[config.mk]
export PLATFORM = sky130hd
export DESIGN_NAME = score_keeper
export DESIGN_NICKNAME = d
export VERILOG_FILES = /design/src/rtl/pong_pkg.sv /design/src/rtl/bcd_to_seg.sv /design/src/rtl/score_keeper.sv
export SDC_FILE = /design/constraint.sdc
export NUM_CORES = 1
export LEC_CHECK = 0
export CELL_PAD_IN_SITES_DETAIL_PLACEMENT = 0
export CELL_PAD_IN_SITES_GLOBAL_PLACEMENT = 2
export CORE_MARGIN = 8
export CORE_UTILIZATION = 35
export DETAILED_ROUTE_END_ITERATION = 10
export DONT_BUFFER_PORTS = 1
export PLACE_DENSITY = 0.83
export SLEW_MARGIN = 20
export SYNTH_ARGS = -nofsm -noshare
export SYNTH_HDL_FRONTEND = slang
export SYNTH_SLANG_ARGS = --single-unit
export TNS_END_PERCENT = 50
[constraint.sdc]
create_clock -name clk -period 1.7 [get_ports clk]
set_input_delay 0.17 -clock clk [delete_from_list [all_inputs] [get_ports clk]]
set_output_delay 0.17 -clock clk [all_outputs]
set_load 0.03 [all_outputs]
[src/rtl/pong_pkg.sv]
// pong_pkg: shared state encoding, winner codes and 7-segment constants for the pong score display.
package pong_pkg;
  typedef enum logic {PLAY = 1'b0, OVER = 1'b1} state_t;
  localparam logic [1:0] WIN_NONE = 2'b00;
  localparam logic [1:0] WIN_P1   = 2'b01;
  localparam logic [1:0] WIN_P2   = 2'b10;
  localparam logic [1:0] WIN_TIE  = 2'b11;
  localparam logic [6:0] SEG_BLANK = 7'h7F;
  localparam logic [6:0] SEG_0 = 7'h40;
  localparam logic [6:0] SEG_1 = 7'h79;
  localparam logic [6:0] SEG_2 = 7'h24;
  localparam logic [6:0] SEG_3 = 7'h30;
  localparam logic [6:0] SEG_4 = 7'h19;
  localparam logic [6:0] SEG_5 = 7'h12;
  localparam logic [6:0] SEG_6 = 7'h02;
  localparam logic [6:0] SEG_7 = 7'h78;
  localparam logic [6:0] SEG_8 = 7'h00;
  localparam logic [6:0] SEG_9 = 7'h10;
  // Two-digit BCD increment, saturating at 99.
  function automatic logic [7:0] bcd_inc(input logic [7:0] s);
    return (s == 8'h99) ? s :
           (s[3:0] == 4'd9) ? {s[7:4] + 4'd1, 4'd0} : {s[7:4], s[3:0] + 4'd1};
  endfunction
endpackage

[src/rtl/bcd_to_seg.sv]
// bcd_to_seg: BCD digit to active-low 7-segment pattern (bcd_i, blank_i -> seg_o); non-BCD codes blank.
module bcd_to_seg
  import pong_pkg::*;
(
  input  logic [3:0] bcd_i,
  input  logic       blank_i,
  output logic [6:0] seg_o
);
  always_comb begin
    seg_o = SEG_BLANK;
    if (!blank_i) begin
      case (bcd_i)
        4'd0: seg_o = SEG_0;
        4'd1: seg_o = SEG_1;
        4'd2: seg_o = SEG_2;
        4'd3: seg_o = SEG_3;
        4'd4: seg_o = SEG_4;
        4'd5: seg_o = SEG_5;
        4'd6: seg_o = SEG_6;
        4'd7: seg_o = SEG_7;
        4'd8: seg_o = SEG_8;
        4'd9: seg_o = SEG_9;
        default: seg_o = SEG_BLANK;
      endcase
    end
  end
endmodule

[src/rtl/score_keeper.sv]
// score_keeper: BCD point counters, win detection and frame-latched 7-segment digits for two players.
// Inputs: clk, rst_n (async active-low), point_p1/point_p2 (levels, rising edge scores),
// restart (pulse), frame_tick (pulse at vertical blank).
// Outputs: seg_p{1,2}_{tens,ones} (active-low), game_over, winner.
// Optional: define SCORE_BLINK_EN to blink the winner's digits at game over.
module score_keeper
  import pong_pkg::*;
#(
  parameter int WIN_SCORE    = 11,
  parameter int BLINK_FRAMES = 30
) (
  input  logic       clk,
  input  logic       rst_n,
  input  logic       point_p1,
  input  logic       point_p2,
  input  logic       restart,
  input  logic       frame_tick,
  output logic [6:0] seg_p1_tens,
  output logic [6:0] seg_p1_ones,
  output logic [6:0] seg_p2_tens,
  output logic [6:0] seg_p2_ones,
  output logic       game_over,
  output logic [1:0] winner
);
  if (WIN_SCORE < 1 || WIN_SCORE > 99 || BLINK_FRAMES < 1) begin : g_bad_params
    $error("score_keeper: WIN_SCORE must be 1..99 and BLINK_FRAMES >= 1");
  end
  localparam logic [7:0] WIN_BCD = {4'(WIN_SCORE / 10), 4'(WIN_SCORE % 10)};
  logic       pt1_q, pt2_q;
  logic       rise1, rise2, hit1, hit2;
  logic [7:0] inc1, inc2;
  logic [7:0] s1_q, s1_d, s2_q, s2_d;
  logic [7:0] sh1_q, sh2_q;
  state_t     state_q, state_d;
  logic [1:0] win_q, win_d;
  logic       blink_off;
  assign rise1 = point_p1 & ~pt1_q;
  assign rise2 = point_p2 & ~pt2_q;
  assign inc1  = bcd_inc(s1_q);
  assign inc2  = bcd_inc(s2_q);
  assign hit1  = rise1 & (inc1 == WIN_BCD);
  assign hit2  = rise2 & (inc2 == WIN_BCD);
  always_comb begin
    s1_d    = s1_q;
    s2_d    = s2_q;
    state_d = state_q;
    win_d   = win_q;
    if (restart) begin
      s1_d    = '0;
      s2_d    = '0;
      state_d = PLAY;
      win_d   = WIN_NONE;
    end else if (state_q == PLAY) begin
      s1_d = rise1 ? inc1 : s1_q;
      s2_d = rise2 ? inc2 : s2_q;
      if (hit1 | hit2) begin
        state_d = OVER;
        win_d   = {hit2, hit1};
      end
    end
  end
  always_ff @(posedge clk or negedge rst_n) begin
    if (!rst_n) begin
      pt1_q   <= 1'b0;
      pt2_q   <= 1'b0;
      s1_q    <= '0;
      s2_q    <= '0;
      state_q <= PLAY;
      win_q   <= WIN_NONE;
      sh1_q   <= '0;
      sh2_q   <= '0;
    end else begin
      pt1_q   <= point_p1;
      pt2_q   <= point_p2;
      s1_q    <= s1_d;
      s2_q    <= s2_d;
      state_q <= state_d;
      win_q   <= win_d;
      // Shadow takes the pre-update scores, so a same-cycle point or restart shows at the next tick.
      if (frame_tick) begin
        sh1_q <= s1_q;
        sh2_q <= s2_q;
      end
    end
  end
`ifdef SCORE_BLINK_EN
  logic [15:0] cnt_q;
  logic        phase_q;
  state_t      sh_state_q;
  logic [1:0]  sh_win_q;
  always_ff @(posedge clk or negedge rst_n) begin
    if (!rst_n) begin
      cnt_q      <= '0;
      phase_q    <= 1'b1;
      sh_state_q <= PLAY;
      sh_win_q   <= WIN_NONE;
    end else begin
      if (frame_tick) begin
        sh_state_q <= state_q;
        sh_win_q   <= win_q;
      end
      if (restart) begin
        cnt_q   <= '0;
        phase_q <= 1'b1;
      end else if (frame_tick && state_q == OVER) begin
        cnt_q   <= (cnt_q == 16'(BLINK_FRAMES - 1)) ? '0 : cnt_q + 16'd1;
        phase_q <= (cnt_q == 16'(BLINK_FRAMES - 1)) ? ~phase_q : phase_q;
      end
    end
  end
  assign blink_off = (sh_state_q == OVER) & ~phase_q;
  logic blank1, blank2;
  assign blank1 = blink_off & sh_win_q[0];
  assign blank2 = blink_off & sh_win_q[1];
`else
  assign blink_off = 1'b0;
  logic blank1, blank2;
  assign blank1 = blink_off;
  assign blank2 = blink_off;
`endif
  bcd_to_seg u_p1_tens (.bcd_i(sh1_q[7:4]), .blank_i(blank1 | (sh1_q[7:4] == 4'd0)), .seg_o(seg_p1_tens));
  bcd_to_seg u_p1_ones (.bcd_i(sh1_q[3:0]), .blank_i(blank1), .seg_o(seg_p1_ones));
  bcd_to_seg u_p2_tens (.bcd_i(sh2_q[7:4]), .blank_i(blank2 | (sh2_q[7:4] == 4'd0)), .seg_o(seg_p2_tens));
  bcd_to_seg u_p2_ones (.bcd_i(sh2_q[3:0]), .blank_i(blank2), .seg_o(seg_p2_ones));
  assign game_over = (state_q == OVER);
  assign winner    = win_q;
endmodule
==> impl_metrics.json, run 1 <==
{
  "status": "finished, violations left",
  "violations": "setup timing",
  "core_sq_um": 7567,
  "cts_tree": "done",
  "stdcell_area_sq_um": 3706,
  "peakVddDrop_uv": 296.0,
  "worstPathRequired_ps": 1530,
  "synth_common_cells": "nor2_1 (45), dfrtp_1 (37), nand2_1 (28), a21oi_1 (27), ha_1 (24)",
  "drc": 0,
  "r2r_start": "s1_q[2]$_DFFE_PN0P_",
  "rrSetupSlack_ps": 70,
  "slew_viol_final": 0,
  "cp-end-kind": "output pin",
  "cts_max_path_buffers": 2,
  "start_util_pct": 35.25,
  "synth_edf_count": 0,
  "grt_pass1_wl_um": 11180,
  "yosysMostFrequentCell": "nor2_1",
  "vias_per_cell": 5.019,
  "syn-num-nets": 341,
  "drt_iter0_drc": 92,
  "fin_cells": 476,
  "worst-r2r-cell-count": 4,
  "avgSynthCellArea_sq_um": 8.577,
  "ys.flop_type": "dfrtp_1",
  "r2r-end": "winner[1]$_DFFE_PN0P_",
  "drtAntennaViolNets": 0,
  "cts_buffers": 5,
  "post-route-period-util_pct": 107.2,
  "synth_area_leaders": "dfrtp_1 (35%), ha_1 (11%), nor2_1 (6.3%), a21oi_1 (5.1%), nand2_1 (3.9%)",
  "port_buffers": 0,
  "dp_hpwl_um": 4460,
  "worst_pin_slew_ps": 799.0,
  "die_area_sq_um": 10670,
  "dr_total_vias": 2389,
  "finalHoldViolCount": 0,
  "wl_per_cell_um": 14.73,
  "startpoint_type": "flip-flop",
  "path_class": "flip-flop to output pin",
  "dpl_worst_slack_ps": 92.09,
  "synthesis.area_sq_um": 2668,
  "overflow": 0,
  "drive_gt1_share_pct": 40.91,
  "rsz0062_at_grt": "yes",
  "fin_ws_ps": -123.0,
  "min_period_ps": 1823,
  "synth_largest_area_cell": "dfrtp_1",
  "h-tree-depth": 2,
  "grt_max_degree": 38,
  "ios": 37,
  "gp_congestion": 0.7786,
  "cts_root_buffer": "clkbuf_8",
  "grt_pass1_vias": 2303,
  "synth.distinct_cells": 52,
  "wirelength_um": 7011,
  "path_clk_slew_ps": 80,
  "min_to": "sh2_q[3]$_DFFE_PN0P_",
  "synthArstFlopShare_pct": 100.0,
  "rows": 32,
  "die_x_um": 103.3,
  "synth_top_area_share_pct": 34.71,
  "yosys_register_bits": 37,
  "min-delay-path-class": "primary input to flip-flop",
  "ys_warn_count": 0,
  "setup_viol": 10,
  "place_area_sq_um": 3044,
  "fill_cells": 697,
  "antenna_cells": 0,
  "arrival_ps": 1650,
  "grt_antenna_before_repair": 0,
  "area_growth_pct": 38.93,
  "hold_ws_ps": 9.834,
  "drt_first_pass_iters": 4,
  "numClockSinks": 37,
  "max_slew_margin_pct": 46.56,
  "finalClockSkew_ps": 9.847,
  "die-height_um": 103.3,
  "power_leakage_nw": 1.586,
  "hold_start": "frame_tick",
  "final_net_count": 403,
  "place_inst": 439,
  "critPathMaxFanout": 2,
  "power.density_nw_per_um2": 480.4,
  "holdPathStages": 2,
  "cap_violations": 0,
  "grt_use_total_pct": 13.12,
  "netlist_instances": 311,
  "yosysSeqAreaShare_pct": 34.71,
  "crit_start": "sh1_q[4]$_DFFE_PN0P_",
  "insertion_delay_ps": 290,
  "fmax_ghz": 0.5485
}
## area by class of cell
type                       count  area (sq um)  share of cell area [%]
timing repair buffer          71         588.1                   15.87
clock buffer                   7         76.32                   2.059
tap                          102         127.6                   3.444
inverter                      19         81.33                   2.194
clock inverter                 1         7.507                  0.2026
multi-input combinational    239          1893                   51.08
sequential                    37         932.1                   25.15
## cell usage in the layout, fill, tap and decap left out, drive strengths merged, types with 8 or more instances in the layout
cell type | netlist | final
inv | 18 | 17
a21oi | 27 | 27
buf | 4 | 66
nand2 | 28 | 28
ha | 24 | 24
nor2 | 45 | 45
o21ai | 19 | 19
nand3 | 8 | 8
dfrtp | 37 | 37
## registers in the layout (all words and copies together) (netlist names)
register / cells
game_over: 1
pt1_q: 1
pt2_q: 1
s1_q: 8
s2_q: 8
sh1_q: 8
sh2_q: 8
winner: 2
## metrics by stage
stage	power (W)	util [%]	TNS, ps
5_1_grt	0.001874	48.97	-1792
3_3_place_gp	0.001118	40.23	0
2_1_floorplan	0.001067	-	-46.73
6_report	0.001781	48.97	-543.9
4_1_cts	0.001803	45.30	-351.7
3_5_place_dp	0.001121	40.23	0
## cells by family (layout without fill, tap and decap cells)
family          Yosys count  after routing  synth area share [%]
simple gates            126            126                 25.37
compound gates           72             72                 16.93
flops                    37             37                 34.71
buf+inv                  35             98                 5.346
fa+ha+maj                24             24                 11.26
mux                      11             11                 4.409
xor+xnor                  6              6                 1.970
## timing repair
action	in CTS	in global routing
endpoints found under the setup margin	24	29
gates resized for setup	43	49
hold endpoints to repair	69	0
hold buffers	6	0
pin swaps	11	22
buffers inserted	13	10
## routing by layer
metal / global-route usage, % / wire (um)
met5: 0 / 0
met4: 3.337 / 75
met3: 3.882 / 435
met2: 21.09 / 3226
met1: 16.77 / 3273
## worst max path at each step
stage / slack (ps) / to / cells past startpoint
finish: -120 / seg_p1_tens[3] / 6
global route: -200 / seg_p2_tens[2] / 8
CTS: -110 / seg_p1_tens[3] / 6
detailed placement: 90 / seg_p1_tens[3] / 6
global placement: 120 / seg_p1_tens[3] / 6
floorplan: -50 / seg_p1_ones[4] / 3
## power by group
group          switching [W]  leakage, nW  total (W)  internal, W
sequential         0.0000150        0.501   0.000908     0.000893
combinational       0.000156         1.05   0.000273     0.000117
clock               0.000310       0.0385   0.000600     0.000290
total               0.000480         1.59    0.00178      0.00130
## critical path, stage by stage (launching register included)
cell	delay, ps
dfrtp_1	400
buf_6	130
ha_4	150
or3_4	330
a21oi_2	160
a21oi_2	50
buf_6	140
Note: power is estimated with default switching activity, not from simulation.
==> run 2, diff against run 1 <==
--- a/config.mk
+++ b/config.mk
@@ -9,8 +9,10 @@
 export CELL_PAD_IN_SITES_GLOBAL_PLACEMENT = 2
 export CORE_MARGIN = 8
 export CORE_UTILIZATION = 35
+export CTS_CLUSTER_DIAMETER = 60
 export DETAILED_ROUTE_END_ITERATION = 10
 export DONT_BUFFER_PORTS = 1
+export GPL_ROUTABILITY_DRIVEN = 0
 export PLACE_DENSITY = 0.83
 export SLEW_MARGIN = 20
 export SYNTH_ARGS = -nofsm -noshare
==> results of run 2 <==
The final DEF is identical to that of run 1; final timing and power are the same.
==> run 3, diff against run 2 <==
--- a/config.mk
+++ b/config.mk
@@ -8,7 +8,7 @@
 export CELL_PAD_IN_SITES_DETAIL_PLACEMENT = 0
 export CELL_PAD_IN_SITES_GLOBAL_PLACEMENT = 2
 export CORE_MARGIN = 8
-export CORE_UTILIZATION = 35
+export CORE_UTILIZATION = 36
 export CTS_CLUSTER_DIAMETER = 60
 export DETAILED_ROUTE_END_ITERATION = 10
 export DONT_BUFFER_PORTS = 1
@@ -17,5 +17,6 @@
 export SLEW_MARGIN = 20
 export SYNTH_ARGS = -nofsm -noshare
 export SYNTH_HDL_FRONTEND = slang
+export SYNTH_HIERARCHICAL = 1
 export SYNTH_SLANG_ARGS = --single-unit
 export TNS_END_PERCENT = 50
==> impl_metrics.json, run 3 <==
{
  "crit_buf_inv": 2,
  "dr_total_vias": 2269,
  "rrSetupSlack_ps": 120,
  "arrival_ps": 1560,
  "r2r_start": "s1_q[5]$_DFFE_PN0P_",
  "setup_viol": 7,
  "power_leakage_nw": 1.600,
  "netlist_instances": 294,
  "yosysSeqAreaShare_pct": 33.08,
  "synth_common_cells": "dfrtp_1 (37), a21oi_1 (28), nor2_1 (26), ha_1 (24)",
  "overflow": 0,
  "synth_edf_count": 0,
  "cts_root_buffer": "clkbuf_8",
  "fin_cells": 462,
  "start_util_pct": 36.60,
  "crit_slowest_cell": "dfrtp_2",
  "hold_start": "frame_tick",
  "synth_top_area_share_pct": 33.08,
  "area_growth_pct": 30.62,
  "met2_usage_pct": 19.43,
  "die_area_sq_um": 10850,
  "dp_hpwl_um": 4152,
  "crit_family": "flip-flops",
  "yosys_register_bits": 37,
  "numClockSinks": 37,
  "final_common_cell": "buf_4",
  "core_sq_um": 7647,
  "rsz0062_at_grt": "yes",
  "insertion_delay_ps": 290,
  "fin_ws_ps": -26.67,
  "die-height_um": 104.2,
  "grtUsageMet1_pct": 14.23,
  "place_inst": 435,
  "grt_pass1_vias": 2270,
  "final_cell_mix": "buf_4 (42), dfrtp_1 (29), nor2_1 (24), a21oi_1 (20), ha_1 (19)",
  "min_to": "sh1_q[6]$_DFFE_PN0P_",
  "synth.distinct_cells": 56,
  "avgSynthCellArea_sq_um": 9.520,
  "peakVddDrop_uv": 290.5,
  "path_class": "flip-flop to output pin",
  "drive_gt1_share_pct": 39.44,
  "synthArstFlopShare_pct": 100.0,
  "worst-r2r-cell-count": 6,
  "ios": 37,
  "cp-end-kind": "output pin",
  "synth_largest_area_cell": "dfrtp_1",
  "die_x_um": 104.2,
  "critPathMaxFanout": 7,
  "path_clk_slew_ps": 80,
  "drt_first_pass_iters": 4,
  "grt_antenna_before_repair": 0,
  "wl_per_cell_um": 13.23,
  "startpoint_type": "flip-flop",
  "max_stage_delay_ps": 440,
  "slew_viol_final": 0,
  "ys.flop_type": "dfrtp_1",
  "port_buffers": 0,
  "min_period_ps": 1727,
  "cts_tree": "done",
  "holdPathStages": 1,
  "cap_violations": 0,
  "synth_area_leaders": "dfrtp_1 (33%), ha_1 (11%), mux2_2 (6.4%), a21oi_1 (5.0%), nor2_1 (3.5%)",
  "path_cells": "nor4_2 > buf_4 > nor2_4 > a21oi_2 > buf_6",
  "status": "finished, violations left",
  "grt_max_degree": 38,
  "grt_use_total_pct": 11.56,
  "stdcell_area_sq_um": 3656,
  "cts_buffers": 5,
  "min-delay-path-class": "primary input to flip-flop",
  "worst_pin_slew_ps": 695.6,
  "post-route-period-util_pct": 101.6,
  "drc": 0,
  "finalHoldViolCount": 0,
  "h-tree-depth": 2,
  "place_area_sq_um": 3171,
  "yosysMostFrequentCell": "dfrtp_1",
  "r2r-end": "s1_q[3]$_DFFE_PN0P_",
  "busiest_layer": "met2",
  "fmax_ghz": 0.5792,
  "worstPathRequired_ps": 1530,
  "cts_max_path_buffers": 2,
  "grtUsageMet3_pct": 2.540,
  "ys_warn_count": 6,
  "wirelength_um": 6113,
  "rows": 32,
  "violations": "setup timing",
  "max_slew_margin_pct": 53.47,
  "drt_iter0_drc": 104,
  "finalClockSkew_ps": 9.996,
  "drtAntennaViolNets": 0,
  "power.density_nw_per_um2": 543.2,
  "antenna_cells": 0,
  "final_net_count": 389,
  "synthesis.area_sq_um": 2799,
  "vias_per_cell": 4.911,
  "grt_pass1_wl_um": 10710
}
## run 3: changes by cell type in the layout (fill, tap and decap cells not counted), moves of 5 or more
cell | previous run | this run
buf_4 | 57 | 42
mux2_2 | 6 | 16
o21ai_0 | 14 | 9
conb_1 | 0 | 13
ha_4 | 8 | 3
nor2_1 | 40 | 24
nand2_1 | 25 | 11
ha_1 | 12 | 19
o21ai_1 | 2 | 9
o21bai_1 | 0 | 5
## run 3: repair_timing
action	CTS	global route
endpoints found under the hold margin	55	0
hold buffers	5	0
setup buffers	14	0
gates resized for setup	34	32
pin swaps	9	10
endpoints found under the setup margin	26	25
## run 3: worst register-to-register path: cells and delay by family (launching register included)
family | cells | cell delay (ps)
DFF | 1 | 410
AOI/OAI and AO/OA | 1 | 140
buffers and inverters | 1 | 70
adders and majority gates | 1 | 190
and+or+nand+nor | 3 | 610
## run 3: how the worst max path moves through the flow
stage	slack [ps]	start	cells after the start	endpoint
finish	-30	sh1_q[5]$_DFFE_PN0P_	5	seg_p1_tens[0]
global route	-90	sh1_q[5]$_DFFE_PN0P_	5	seg_p1_tens[6]
CTS	-40	sh1_q[4]$_DFFE_PN0P_	5	seg_p1_tens[3]
detailed placement	150	sh1_q[5]$_DFFE_PN0P_	5	seg_p1_tens[3]
global placement	160	sh1_q[5]$_DFFE_PN0P_	5	seg_p1_tens[3]
floorplan	-140	sh1_q[5]$_DFFE_PN0P_	3	seg_p1_tens[0]
## run 3: kinds of logic (layout without fill, tap and decap cells)
family          Yosys count  count (layout)  share of synthesized area (%)
other cells               1              13                         0.1340
flops                    37              37                          33.08
buf+inv                  28              82                          5.811
xor+xnor                  9               9                          2.816
fa+ha+maj                24              24                          10.73
mux                      21              21                          8.270
compound gates           71              71                          14.53
simple gates            103             103                          24.63
## run 3: stage by stage
step / worst slack (ps) / hold slack, ps / power [W] / utilization, % / TNS (ps)
after global placement: 155.8 / -124.4 / 0.001136 / 41.46 / 0
final: -26.67 / 31.64 / 0.001986 / 47.81 / -113.2
after floorplan: -143.9 / -125.6 / 0.001087 / - / -1043
after global routing: -94.79 / 23.89 / 0.002084 / 47.81 / -1122
after CTS: -38.02 / 18.14 / 0.002001 / 46.50 / -136.7
after detailed placement: 147.2 / -124.4 / 0.001136 / 41.46 / 0
## run 3: area by class of cell
type	count	area (sq um)
fill	729	3991
multi-input combinational	241	1918
sequential	37	935.9
timing repair buffer	57	488.0
tap	102	127.6
clock buffer	6	82.58
inverter	17	66.31
clock inverter	2	37.54
## run 3: power breakdown
group          internal, W  switching, W  total (W)
clock             0.000477      0.000319   0.000796
combinational     0.000120      0.000161   0.000280
sequential        0.000894     0.0000157   0.000910
## run 3: metal layers
layer	vias up	part of all wire, %
li1	1149	-
met1	1085	46
met2	28	49
met3	7	3.1
met4	0	1.2
met5	-	0
==> RTL edit 1: new RTL, config.mk and constraints of run 3 <==
`WIN_SCORE`: 11 -> 5.
--- a/src/rtl/score_keeper.sv
+++ b/src/rtl/score_keeper.sv
@@ -8,3 +8,3 @@
 #(
-  parameter int WIN_SCORE    = 11,
+  parameter int WIN_SCORE    = 5,
   parameter int BLINK_FRAMES = 30
Formal check against the unedited RTL: not equivalent (a bounded check fails within 10 cycles, from zero or initial values and one cycle with rst_n low).
==> RTL edit 1 against run 3 <==
- the flow still finishes with violations (negative setup slack)
- sequential share of layout area is 1.3 points lower
- register-to-register slack worse by 0.08 ns
- total power rose by 0.66%
- global-route usage increased by 0.18 points
- maximum frequency fell by 1.9%
- die area shrank 0.23%
- sequential cell count did not move
- setup slack got worse by 0.034 ns
- clock skew shrank 0.0032 ns
- core utilization grew 2.7 points
- wire length is 5.9% higher
- area after synthesis shrank 0.27%
- sequential power hardly changed
- cell area grew 5.0%
- critical path type unchanged
- highest routed layer unchanged
==> RTL edit 1: results (changes against run 3) <==
status finished, violations left; failing checks negative setup slack; NonClk Buf Share 16.3% (+3.0 points); # fillers 742 (+1.8%); CTS clk-pin slew, worst paths approximately 0.070 ns; Main synth FF type dfrtp_1; final worst slack -0.0603 ns (-0.0336 ns); drt pass-1 iters 4 (unchanged); worst r2r path cells 4 (-2); wire per inst 13.4 µm (+1.3%); r2r endpoint winner[1]$_DFFE_PN0P_; Synth Area in XOR/XNOR 2.82% (+0.0076 points); Detail Placement HPWL 4420 µm (+6.4%); Compound-Gate Fraction of Synth Area 15.6% (+1.1 points); clk cell area share 3.03% (-0.25 points); Post-CTS Repair Setup Buffers 10 (-4); post-synthesis sequential area ratio 33.2% (+0.089 points); ranking of synthesized cells by area dfrtp_1, ha_1, mux2_2; layout cell share with drive strength beyond 1 41.2% (+1.8 points); worst r2r src s1_q[0]$_DFFE_PN0P_; Vias 2,397 (+5.6%); Signal buffers 74 (+30%); Resized Gates After CTS 29 (-15%); 1st-iter DRT viols 78 (-25%); Yosys cell types 55 (-1.8%); clock buffers 7 (+1); Total GRT Usage 11.7% (+0.18 points); Synth top cells by count dfrtp_1, a21oi_1, nor2_1; Multi-input gate area 0.00196 mm² (+2.4%); multi-input gates 245 (+1.7%); relative slew slack 50.1% (-3.4 points); R2R setup slack 0.04 ns (-0.08 ns); worst hold start frame_tick; cts bufs inserted 5 (unchanged); mux contribution to synthesized area 8.25% (-0.023 points); final setup TNS -0.242 ns (-0.128 ns); final layout net count 410 (+5.4%); Seq/total area 24.3% (-1.3 points); WHS Path Cells 1 (unchanged); post-synthesis adder-cell area fraction 10.8% (+0.029 points); Worst Hold End sh2_q[1]$_DFFE_PN0P_; PortBufs 0 (unchanged); CP Data Arrival Time 1.59 ns (+0.03 ns); first-pass GRT wire length 11,000 µm (+2.4%); crit-path max FO 5 (-2); vias in the first global route 2,328 (+2.6%); setup clock skew after layout 0.00681 ns (-0.00318 ns); Worst VDD drop 0.463 mV (+59%); Setup Viol. Count Final 8 (+1); Pleak 1.70 nW (+6.3%)
-- RTL edit 1: cell types whose count changed after synthesis, sizes merged, moves of 2 or more --
cell	delta
a21oi	+3
and2b	-2
and3b	-2
clkbuf	+2
nor3b	+2
o21ai	-2
-- RTL edit 1: through the flow --
step	cell area [µm²]	util (%)	hold WS, ns	std cells	setup slack (ns)
3_3_place_gp	3280	43.1	-0.124	453	0.0301
5_1_grt	3840	50.5	0.0148	483	-0.155
3_5_place_dp	3280	43.1	-0.124	453	-0.00576
2_1_floorplan	2850	-	-0.126	312	-0.144
4_1_cts	3610	47.5	0.0263	476	-0.0557
6_report	3840	50.5	0.0338	483	-0.0603
-- RTL edit 1: worst max path at each step --
stage	start	endpoint	cells past startpoint
final	sh2_q[5]$_DFFE_PN0P_	seg_p2_tens[3]	6
after global routing	sh2_q[4]$_DFFE_PN0P_	seg_p2_tens[3]	5
after CTS	sh2_q[5]$_DFFE_PN0P_	seg_p2_tens[3]	6
after detailed placement	s1_q[0]$_DFFE_PN0P_	winner[1]$_DFFE_PN0P_	4
after global placement	s1_q[0]$_DFFE_PN0P_	winner[0]$_DFFE_PN0P_	4
after floorplan	sh1_q[5]$_DFFE_PN0P_	seg_p1_tens[0]	3
-- RTL edit 1: worst max-delay path: cells and delay by family (launching register included) --
kind                       cells  cell delay (ns)
buffers and inverters          3             0.38
and+or+nand+nor                1             0.15
DFF                            1             0.45
adders and majority gates      1             0.20
AOI/OAI and AO/OA              1             0.11
-- RTL edit 1: metal layers --
layer	share of wire (%)	GRT usage, %
met3	3.1	3.16
met5	0	0
met1	44	14.3
met4	0.68	2.17
met2	52	20.3
-- RTL edit 1: report_power, final --
part           internal [W]  switching [W]  total, W
Clock              0.000478       0.000316  0.000795
Combinational      0.000128       0.000169  0.000297
Sequential         0.000894      0.0000129  0.000907
==> RTL edit 2: new RTL, settings of run 3 <==
Without the edit above. `s1_q` no longer has a reset.
--- a/src/rtl/score_keeper.sv
+++ b/src/rtl/score_keeper.sv
@@ -65,3 +65,2 @@
       pt2_q   <= 1'b0;
-      s1_q    <= '0;
       s2_q    <= '0;
@@ -74,3 +73,2 @@
       pt2_q   <= point_p2;
-      s1_q    <= s1_d;
       s2_q    <= s2_d;
@@ -84,2 +82,6 @@
     end
+  end
+
+  always_ff @(posedge clk) begin
+    s1_q <= s1_d;
   end
Function: changed (a bounded check fails within 4 cycles, from zero or initial values and one cycle with rst_n low).
==> RTL edit 2 against run 3 <==
- register-to-register slack worse by 0.02 ns
- critical path type unchanged
- wire length is 1.3% lower
- total power is 0.27% lower
- setup slack better by 0.039 ns
- largest cell class unchanged
- count of clock-buffer cells in the layout is 1 higher
- sequential cell count stayed put
- cell area is 0.51% higher
- area after synthesis is 0.54% lower
- sequential power hardly changed
==> RTL edit 2: results (changes against run 3) <==
status complete, no violations; Metal-1 WL 2730 µm (-3.4%); R2R setup slack 0.10 ns (-0.02 ns); layout cell share with drive strength beyond 1 41.0% (+1.6 points); fraction of standard cell area in multi-input logic 53.2% (+0.72 points); sw frac 24.5% (-0.46 points); M1 GR Usage 13.2% (-1.0 points); Pleak 1.57 nW (-2.1%); Die ar. 0.0108 mm² (-0.45%); crit-path max FO 6 (-1); Total GRT Usage 11.0% (-0.60 points); Via-to-Cell Ratio 4.82 (-1.9%); vias in the first global route 2,215 (-2.4%); met3 routed WL 266 µm (+39%); clock buffer depth 2 (unchanged); worst hold slack 0.0359 ns (+0.00425 ns); inverters 16 (-1); worst r2r src s1_q[5]$_SDFFE_PP0P_; Worst Hold End sh2_q[2]$_DFFE_PN0P_; grt met2 use 18.9% (-0.50 points); Detail Placement HPWL 4300 µm (+3.4%); clock buffers 7 (+1); Signal buffers 60 (+5.3%); r2r endpoint winner[0]$_DFFE_PN0P_; Post-CTS Repair Setup Buffers 11 (-3); post-synthesis sequential area ratio 31.8% (-1.3 points); Seq/total area 24.4% (-1.2 points); Comb power frac 14.3% (+0.2 points); final worst slack 0.0119 ns (+0.0386 ns); met2 wire length 2990 µm (-0.76%); Design Power 0.00198 W (-0.27%); Worst-Margin Slew 0.700 ns (+0.00401 ns); wire per inst 13.0 µm (-1.9%); # fillers 767 (+5.2%); Resized Gates After CTS 21 (-38%); Worst VDD drop 0.481 mV (+66%); CP Data Arrival Time 1.52 ns (-0.04 ns); multi-input gates 242 (+0.41%); NonClk Buf Share 14.0% (+0.65 points); Post-DP Area 0.00320 mm² (+0.99%); Async SR Flop Fraction 78.4% (-22 points); Synth top cells by count a21oi_1, dfrtp_1, ha_1, nor2_1; drt pass-1 iters 4 (unchanged); largest net degree at the start of global routing 30 (-21%); clk cell area share 3.17% (-0.12 points); Place WS 0.0828 ns (-0.0644 ns); first-pass GRT wire length 10,200 µm (-4.8%)
[RTL edit 2: changes by cell type after synthesis, sizes merged, moves of 3 or more]
cell,before,now
dfrtp,37,29
a211oi,1,4
dfxtp,0,8
nand3,9,4
a21oi,30,33
nor3,9,13
nor4,2,5
[RTL edit 2: per-stage QoR]
step | cells | util, %
after floorplan | 305 | -
after global routing | 465 | 48.3
after detailed placement | 440 | 42.1
final | 465 | 48.3
after global placement | 440 | 42.1
after CTS | 464 | 46.4
[RTL edit 2: cell families after synthesis]
family	count (synthesis)	synth area share (%)
simple gates	104	25.8
other cells	1	0.135
mux	19	7.55
buf+inv	26	5.53
fa+ha+maj	24	10.8
flops	37	31.8
xor+xnor	9	2.83
compound gates	72	15.6
[RTL edit 2: critical path, cell delays in order, from the launching register on]
cell and delay [ns]:
dfrtp_2 0.45, nor4_2 0.25, buf_4 0.20, nor2_2 0.06
a21oi_2 0.13, buf_6 0.14
